`src/rtl/isp_yuv2rgb.sv`:
```
// YUV to RGB converter (BT.601 full-range or BT.709 limited-range per pixel); ISP_YUV2RGB_422_EN selects 4:2:2 input.
// Latency: 6 clocks (7 with ISP_YUV2RGB_422_EN); one pixel per clock.
// Backpressure: none, fully pipelined; sync signals follow through a matching delay line.
module isp_yuv2rgb #(
    parameter int BITS   = 8,
    parameter int WIDTH  = 1280,
    parameter int HEIGHT = 960
) (
    input  logic            pclk,
    input  logic            rst_n,
    input  logic            in_href,
    input  logic            in_vsync,
    input  logic [1:0]      in_conv_standard,
    input  logic [7:0]      in_y,
    input  logic [7:0]      in_u,
    input  logic [7:0]      in_v,
    output logic            out_href,
    output logic            out_vsync,
    output logic [BITS-1:0] out_r,
    output logic [BITS-1:0] out_g,
    output logic [BITS-1:0] out_b
);

`ifdef ISP_YUV2RGB_422_EN
    localparam int LAT = 7;
`else
    localparam int LAT = 6;
`endif

    // Frame geometry is informational only.
    localparam int unused_frame_area = WIDTH * HEIGHT;

    // 20-bit signed intermediates cover the worst case (~+/-140k) with margin.
    localparam int SW = 20;
    localparam logic signed [SW-1:0] K_RND   = 20'sd128;
    localparam logic signed [SW-1:0] K_OFS   = 20'sd128;
    localparam logic signed [SW-1:0] K_Y16   = 20'sd16;
    localparam logic signed [SW-1:0] K709_Y  = 20'sd298;
    localparam logic signed [SW-1:0] K601_RV = 20'sd359;
    localparam logic signed [SW-1:0] K601_GU = 20'sd88;
    localparam logic signed [SW-1:0] K601_GV = 20'sd183;
    localparam logic signed [SW-1:0] K601_BU = 20'sd454;
    localparam logic signed [SW-1:0] K709_RV = 20'sd459;
    localparam logic signed [SW-1:0] K709_GU = 20'sd55;
    localparam logic signed [SW-1:0] K709_GV = 20'sd136;
    localparam logic signed [SW-1:0] K709_BU = 20'sd541;

    function automatic logic [7:0] clip8(input logic signed [SW-1:0] x);
        logic [7:0] r;
        if (x[SW-1])
            r = 8'd0;
        else if (|x[SW-2:8])
            r = 8'hff;
        else
            r = x[7:0];
        return r;
    endfunction

    function automatic logic [BITS-1:0] widen(input logic [7:0] x);
        return BITS'(x) << (BITS - 8);
    endfunction

    // Front end: pixel entering the arithmetic pipe with its own chroma pair.
    logic [7:0] f_y, f_u, f_v;
    logic       f_709;

`ifdef ISP_YUV2RGB_422_EN
    logic       ph;
    logic       a_vld, a_ph, a_709;
    logic [7:0] a_y, a_c, u_hold;
    logic       unused_in_v;

    assign unused_in_v = ^in_v;

    always_ff @(posedge pclk or negedge rst_n) begin
        if (!rst_n) begin
            ph     <= 1'b0;
            a_vld  <= 1'b0;
            a_ph   <= 1'b0;
            a_709  <= 1'b0;
            a_y    <= 8'd0;
            a_c    <= 8'd0;
            u_hold <= 8'd0;
        end else begin
            ph    <= in_href ? ~ph : 1'b0;
            a_vld <= in_href;
            a_ph  <= ph;
            a_709 <= (in_conv_standard == 2'b01);
            a_y   <= in_y;
            a_c   <= in_u;
            if (a_vld && !a_ph)
                u_hold <= a_c;
        end
    end

    // Even pixel looks ahead at the live input for its V; a missing partner means V = 128.
    always_comb begin
        f_y   = a_y;
        f_709 = a_709;
        f_u   = a_ph ? u_hold : a_c;
        f_v   = a_ph ? a_c : (in_href ? in_u : 8'd128);
    end
`else
    always_comb begin
        f_y   = in_y;
        f_u   = in_u;
        f_v   = in_v;
        f_709 = (in_conv_standard == 2'b01);
    end
`endif

    logic                  s1_709;
    logic [7:0]            s1_y, s1_u, s1_v;
    logic                  s2_709;
    logic signed [SW-1:0]  s2_y, s2_u, s2_v;
    logic signed [SW-1:0]  s3_y, s3_pr, s3_pg, s3_pb;
    logic signed [SW-1:0]  s4_r, s4_g, s4_b;
    logic [7:0]            s5_r, s5_g, s5_b;
    logic [LAT-1:0]        href_sr, vsync_sr;
    logic signed [SW-1:0]  y_ext;

    assign y_ext = {12'd0, s1_y};

    always_ff @(posedge pclk or negedge rst_n) begin
        if (!rst_n) begin
            s1_709   <= 1'b0;
            s1_y     <= 8'd0;
            s1_u     <= 8'd0;
            s1_v     <= 8'd0;
            s2_709   <= 1'b0;
            s2_y     <= '0;
            s2_u     <= '0;
            s2_v     <= '0;
            s3_y     <= '0;
            s3_pr    <= '0;
            s3_pg    <= '0;
            s3_pb    <= '0;
            s4_r     <= '0;
            s4_g     <= '0;
            s4_b     <= '0;
            s5_r     <= 8'd0;
            s5_g     <= 8'd0;
            s5_b     <= 8'd0;
            href_sr  <= '0;
            vsync_sr <= '0;
            out_r    <= '0;
            out_g    <= '0;
            out_b    <= '0;
        end else begin
            s1_709 <= f_709;
            s1_y   <= f_y;
            s1_u   <= f_u;
            s1_v   <= f_v;

            s2_709 <= s1_709;
            s2_y   <= s1_709 ? (y_ext - K_Y16) * K709_Y : y_ext <<< 8;
            s2_u   <= {12'd0, s1_u} - K_OFS;
            s2_v   <= {12'd0, s1_v} - K_OFS;

            s3_y   <= s2_y;
            s3_pr  <= s2_709 ? s2_v * K709_RV : s2_v * K601_RV;
            s3_pg  <= s2_709 ? s2_u * K709_GU + s2_v * K709_GV
                             : s2_u * K601_GU + s2_v * K601_GV;
            s3_pb  <= s2_709 ? s2_u * K709_BU : s2_u * K601_BU;

            // Round, then arithmetic shift floors toward minus infinity.
            s4_r   <= (s3_y + s3_pr + K_RND) >>> 8;
            s4_g   <= (s3_y - s3_pg + K_RND) >>> 8;
            s4_b   <= (s3_y + s3_pb + K_RND) >>> 8;

            s5_r   <= clip8(s4_r);
            s5_g   <= clip8(s4_g);
            s5_b   <= clip8(s4_b);

            href_sr  <= {href_sr[LAT-2:0], in_href};
            vsync_sr <= {vsync_sr[LAT-2:0], in_vsync};

            out_r  <= href_sr[LAT-2] ? widen(s5_r) : '0;
            out_g  <= href_sr[LAT-2] ? widen(s5_g) : '0;
            out_b  <= href_sr[LAT-2] ? widen(s5_b) : '0;
        end
    end

    assign out_href  = href_sr[LAT-1];
    assign out_vsync = vsync_sr[LAT-1];

endmodule

```
`config.mk`:
```
export PLATFORM = sky130hd
export DESIGN_NAME = isp_yuv2rgb
export DESIGN_NICKNAME = d
export VERILOG_FILES = /design/src/rtl/isp_yuv2rgb.sv
export SDC_FILE = /design/constraint.sdc
export NUM_CORES = 1
export LEC_CHECK = 0
export ABC_AREA = 1
export BUFFER_PORTS_ARGS = -buffer_cell sky130_fd_sc_hd__buf_2
export CAP_MARGIN = 20
export CORE_AREA = 2 2 225 227
export CTS_CLUSTER_SIZE = 20
export DETAILED_ROUTE_END_ITERATION = 8
export DIE_AREA = 0 0 227 229
export SYNTH_ARGS = -nofsm -noshare
export SYNTH_HDL_FRONTEND = slang
export SYNTH_SLANG_ARGS = --single-unit
```
`constraint.sdc`:
```
create_clock -name pclk -period 10.2 [get_ports pclk]
set_clock_uncertainty 0.1 [all_clocks]
set_input_delay 0.51 -clock pclk [delete_from_list [all_inputs] [get_ports pclk]]
set_output_delay 0.51 -clock pclk [all_outputs]
set_load 0.02 [all_outputs]
```
Word level (Yosys, flattened, before mapping)
Index checks and enable logic that the tools add are counted.
Word-level totals
  word-level logic and storage cells: 60
  bits of input ports: 30
  output and inout port bits: 26
  register bits: 240
Cells by class
  equality and inequality tests: 1
  mux-type cells: 13
  reduce and logical (&&, ||, !) cells: 3
  add/subtract/negate cells: 11
  multipliers: 9
Operator list (number)
  20-bit adder: 4
  20-bit 2-to-1 mux: 4
  8-bit 2-to-1 mux: 9
  20-bit by 9-bit adder with 20-bit output (second input constant): 3
  9-bit by 9-bit multiplier with 18-bit output (second input constant): 3
  9-bit by 10-bit multiplier with 19-bit output (second input constant): 2
  11-bit OR reduction: 3
  9-bit by 11-bit multiplier with 20-bit output (second input constant): 1
  20-bit subtractor: 1
  8-bit by 8-bit subtractor with 9-bit output (second input constant): 2
  9-bit by 7-bit multiplier with 16-bit output (second input constant): 1
  9-bit by 6-bit multiplier with 15-bit output (second input constant): 1
  9-bit by 5-bit multiplier with 14-bit output (second input constant): 1
  8-bit by 5-bit subtractor with 9-bit output (second input constant): 1
  2-bit by 1-bit equality test with 1-bit output (second input constant): 1

Longest topological paths before layout
  depth in word-level cells: 3
  gate-level depth with buffers: 29
  depth with buffers taken out: 29

Least setup slack after synthesis
No wires, ideal clock.
  kind: register to register
  from: register s2_v[7]
  to: register s3_pg[18]
  slack: 4.486 ns
  stages on the path, launching flop included: 29
  data required time: 9.983 ns
  setup time: 0.117 ns
  period minus slack after synthesis: 5.714 ns
  buffers on the path: 1
  arrival time: 5.497 ns
  cell sequence: dfrtp_1 > buf_2 > inv_2 > ha_1 > xnor2_1 > fa_1 > fa_1 > fa_1 > inv_1 > ha_1 > inv_1 > nor3_1 > nand2_1 > nand2_1 > nand2_1 > a31oi_1 > xor2_1 > ha_1 > inv_1 > nor3_1 > nand3_1 > nand3_1 > nand3_1 > nand2_1 > nand2_1 > nand3b_1 > nand2_1 > inv_1 > a21oi_2
On the way
  word-level cells in the longest chain between the ends: 3
  elaborated cells on any way between the ends: 5
  classes of those cells: add/sub (2); mul (2); mux (1)
RTL lines
  start: declaration: RTL line 115  | logic signed [SW-1:0] s2_y, s2_u, s2_v;
  start signal: assignment: RTL line 158  | s2_v <= {12'd0, s1_v} - K_OFS;
  9-bit by 9-bit multiplier with 18-bit output / 9-bit by 6-bit multiplier with 15-bit output (equally long branches): RTL line 163, 162
  20-bit adder (on tied branches): RTL line 163, 162
  20-bit 2-to-1 mux (*): RTL line 162  | s3_pg <= s2_709 ? s2_u * K709_GU + s2_v * K709_GV
  end signal: assignment: RTL line 162
  end: declaration: RTL line 116  | logic signed [SW-1:0] s3_y, s3_pr, s3_pg, s3_pb;
Mark *: on every way between the ends. The rest lies on a longest branch, timed or not.

Final worst setup path
  from: register s2_v[6]
  to: register s3_pg[18]
The elaborated chain is that of the path after synthesis.

==> results.txt <==
Peak supply drop - 0.161 mV
Starting Density - 44.3%
Worst R2R Path Depth - 27
CP max FO - 15
Max_slew headroom - 39.5%
Number of synthesized flops with an enable pin - 0
Routed WL - 50.5 mm
Port buffer count - 55
Area fraction of the dominant cell type after synthesis - 26.3%
Async set or reset register ratio after synthesis - 100%
Seq pwr share - 20.1%
Register area share after synthesis - 26.3%
Register bit total from synthesis - 231
Post-synth cell types - 48
DIE AREA - 52000 um^2
Max Cap Violations - 0
DRC errors left - 0
Clock root cell - clkbuf_16
Total Routing Usage GR - 20.1%
Post-route cell area - 24400 um^2
DP HPWL - 41.7 mm
Initial antenna violation count - 1
Core Util, Final - 49.2%
WS Path Type - flop to flop
Layout area overhead - 11.0%
Synth area leader - dfrtp_1
Clk Latency, worst-skew pair - 0.57 ns
Synthesized Nets - 3135
Final period util - 60.0%
Core Area - 49700 um^2
Final setup violation count - 0
FP Rows - 82
R2R setup slack - 4.08 ns
Placed cells - 3240
Vias in the first global route - 16600
Vias/cell - 4.96
Unrepaired setup endpoints after global routing - no
CP Launch Type - flop
Pwr Density - 271 nW/um^2
Setup TNS - 0 ns
Clk sinks - 231
Syn_area_per_cell - 8.69 um^2
Worst-path clk slew - 0.06 ns
Cell area after synthesis - 22000 um^2
TritonCTS clock tree - yes
Ports - 56
Synth warn - 0
Switching Fraction - 47.7%
Layout net count - 3232
First-pass GRT wire length - 83.6 mm
Worst slack, placed - 4.07 ns
Wire per inst - 15.2 um
Main synth FF type - dfrtp_1
Pin count of the biggest net entering global routing - 91
Tmin final - 6.12 ns
Antenna diode count - 0
Share of cells above drive strength 1 - 5.10%
WP data required - 10.55 ns
Hold path cells - 3
Final Hold Vio Count - 0
Top post-synthesis cells by count - inv_1 (521), ha_1 (449), nand2_1 (392)
Leakage power - 13.6 nW
CP endpoint kind - flop
Hold Crit Class - input port to flop
Maximum clock frequency - 163 MHz
Status - finished, final reports clean
Worst Setup Slack, final - 4.08 ns
Die H - 229 um
Global route overflow - 0
Critical path arrival - 6.47 ns
Combinational group share of total power - 63.6%
Clock tree buffer depth - 3
Post-route ant nets - 0
Synth top area cells - dfrtp_1 (26%), ha_1 (26%), fa_1 (11%), inv_1 (8.9%), nand2_1 (6.7%)
Htree depth - 1
DR iter-0 viols - 749
Count leader, synth - inv_1
Via count of the routed design - 16500
Post-Layout Cell Count - 3321
Gpl congestion - 0.901
Worst slew pin tran - 0.906 ns
Switch Pwr - 3.15 mW
Max Slew Vio Count - 0
Dpl cell area - 23100 um^2
Drt first pass iters - 7
Die X - 227 um
# Post-CTS Setup Buffers - 0
Clock buffer count from CTS - 28
P_int - 3.45 mW
Post-synthesis cell count - 2530
Clk pwr share - 16.3%
==> placed cells by master, fill, tap and decap left out, types with 3 or more instances in the layout <==
cell type / instances
nand2_2: 4
a31oi_1: 16
clkbuf_16: 28
nand2_1: 392
clkbuf_8: 8
nand3_1: 83
buf_2: 54
a21o_1: 13
ha_1: 449
bufinv_16: 4
o21ai_1: 8
dfrtp_1: 230
o21bai_1: 6
nor3_1: 16
fa_1: 126
nand3_2: 3
o31ai_1: 4
a21oi_1: 194
buf_4: 6
inv_1: 521
or2_2: 4
o211ai_1: 7
xnor2_1: 51
nor2_1: 89
nand4_1: 15
o22ai_1: 3
dlygate4sd3_1: 28
o21ai_0: 160
xor2_1: 77
or4_1: 3
==> per-stage QoR <==
stage          total power, mW  hold slack [ns]
6_report                  6.61           0.0637
5_1_grt                   7.31           0.0510
4_1_cts                   6.62           0.0340
3_5_place_dp              5.49            0.235
3_3_place_gp              5.44            0.233
2_1_floorplan             4.43            0.114
==> final cells by class <==
cell class	instances	area [um^2]
Clock buffer	38	818
Clock inverter	14	215
Fill cell	4749	25300
Inverter	524	1970
Multi-Input combinational cell	1752	14100
Sequential cell	231	5780
Tap cell	672	841
Timing Repair Buffer	90	638
==> flip-flops by register name (all words and copies together) (netlist names), 12 cells and up <==
register  cells
s3_pg        20
s3_pb        19
s2_y         18
s3_pr        18
s3_y         18
s4_b         12
s4_g         12
s4_r         12
==> timing repair <==
item	4_1_cts	5_1_grt
hold buffers	28	0
hold endpoints to repair	115	0
resized for setup	0	0
==> critical path: stages (launching register included) <==
cell and delay (ns):
dfrtp_1 0.77, inv_1 0.21, ha_1 0.51, xnor2_1 0.32, fa_1 0.49, fa_1 0.47
fa_1 0.55, inv_1 0.04, ha_1 0.30, inv_1 0.09, nor3_1 0.20, nand2_1 0.09
nand2_1 0.07, nand2_1 0.06, a31oi_1 0.22, xor2_1 0.11, ha_1 0.34, inv_1 0.08
nor3_1 0.24, nand3_1 0.10, nand3_1 0.14, nand3_1 0.08, nand2_1 0.09, nand2_1 0.08
nand3b_1 0.10, nand2_1 0.06, inv_1 0.06, a21oi_2 0.03
==> power groups by stage <==
stage	combinational (mW)	sequential (mW)	clock, mW
2_1_floorplan	3.10	1.32	0
3_3_place_gp	4.09	1.35	0
3_5_place_dp	4.14	1.35	0
4_1_cts	4.18	1.33	1.11
5_1_grt	4.81	1.36	1.15
6_report	4.20	1.33	1.07
==> logic make-up after synthesis <==
kind of cell | after synthesis | synth area share (%)
xor gates and xnor gates | 128 | 5.10
AOI/OAI and AO/OA | 427 | 10.4
adders and majority gates | 575 | 37.0
buffers and inverters | 547 | 9.35
and+or+nand+nor | 622 | 11.8
DFF | 231 | 26.3
==> metal layers <==
| metal | GRT usage, % | wire length (um) |
|---|---|---|
| met5 | 0 | 0 |
| met4 | 4.45 | 1070 |
| met3 | 2.12 | 2110 |
| met2 | 33.8 | 23500 |
| met1 | 27.9 | 23800 |
==> path summary, 6_finish.rpt <==
path | start | endpoint
max | s2_v[6] | s3_pg[18]
max reg2reg | s2_v[6] | s3_pg[18]
min reg2reg | s2_y[15] | s3_y[15]
max in group asynchronous | rst_n | s2_v[6]
min in group asynchronous | rst_n | vsync_sr[2]
min | in_conv_standard[0] | s1_709
No activity file was read; power rests on OpenSTA's default activity.
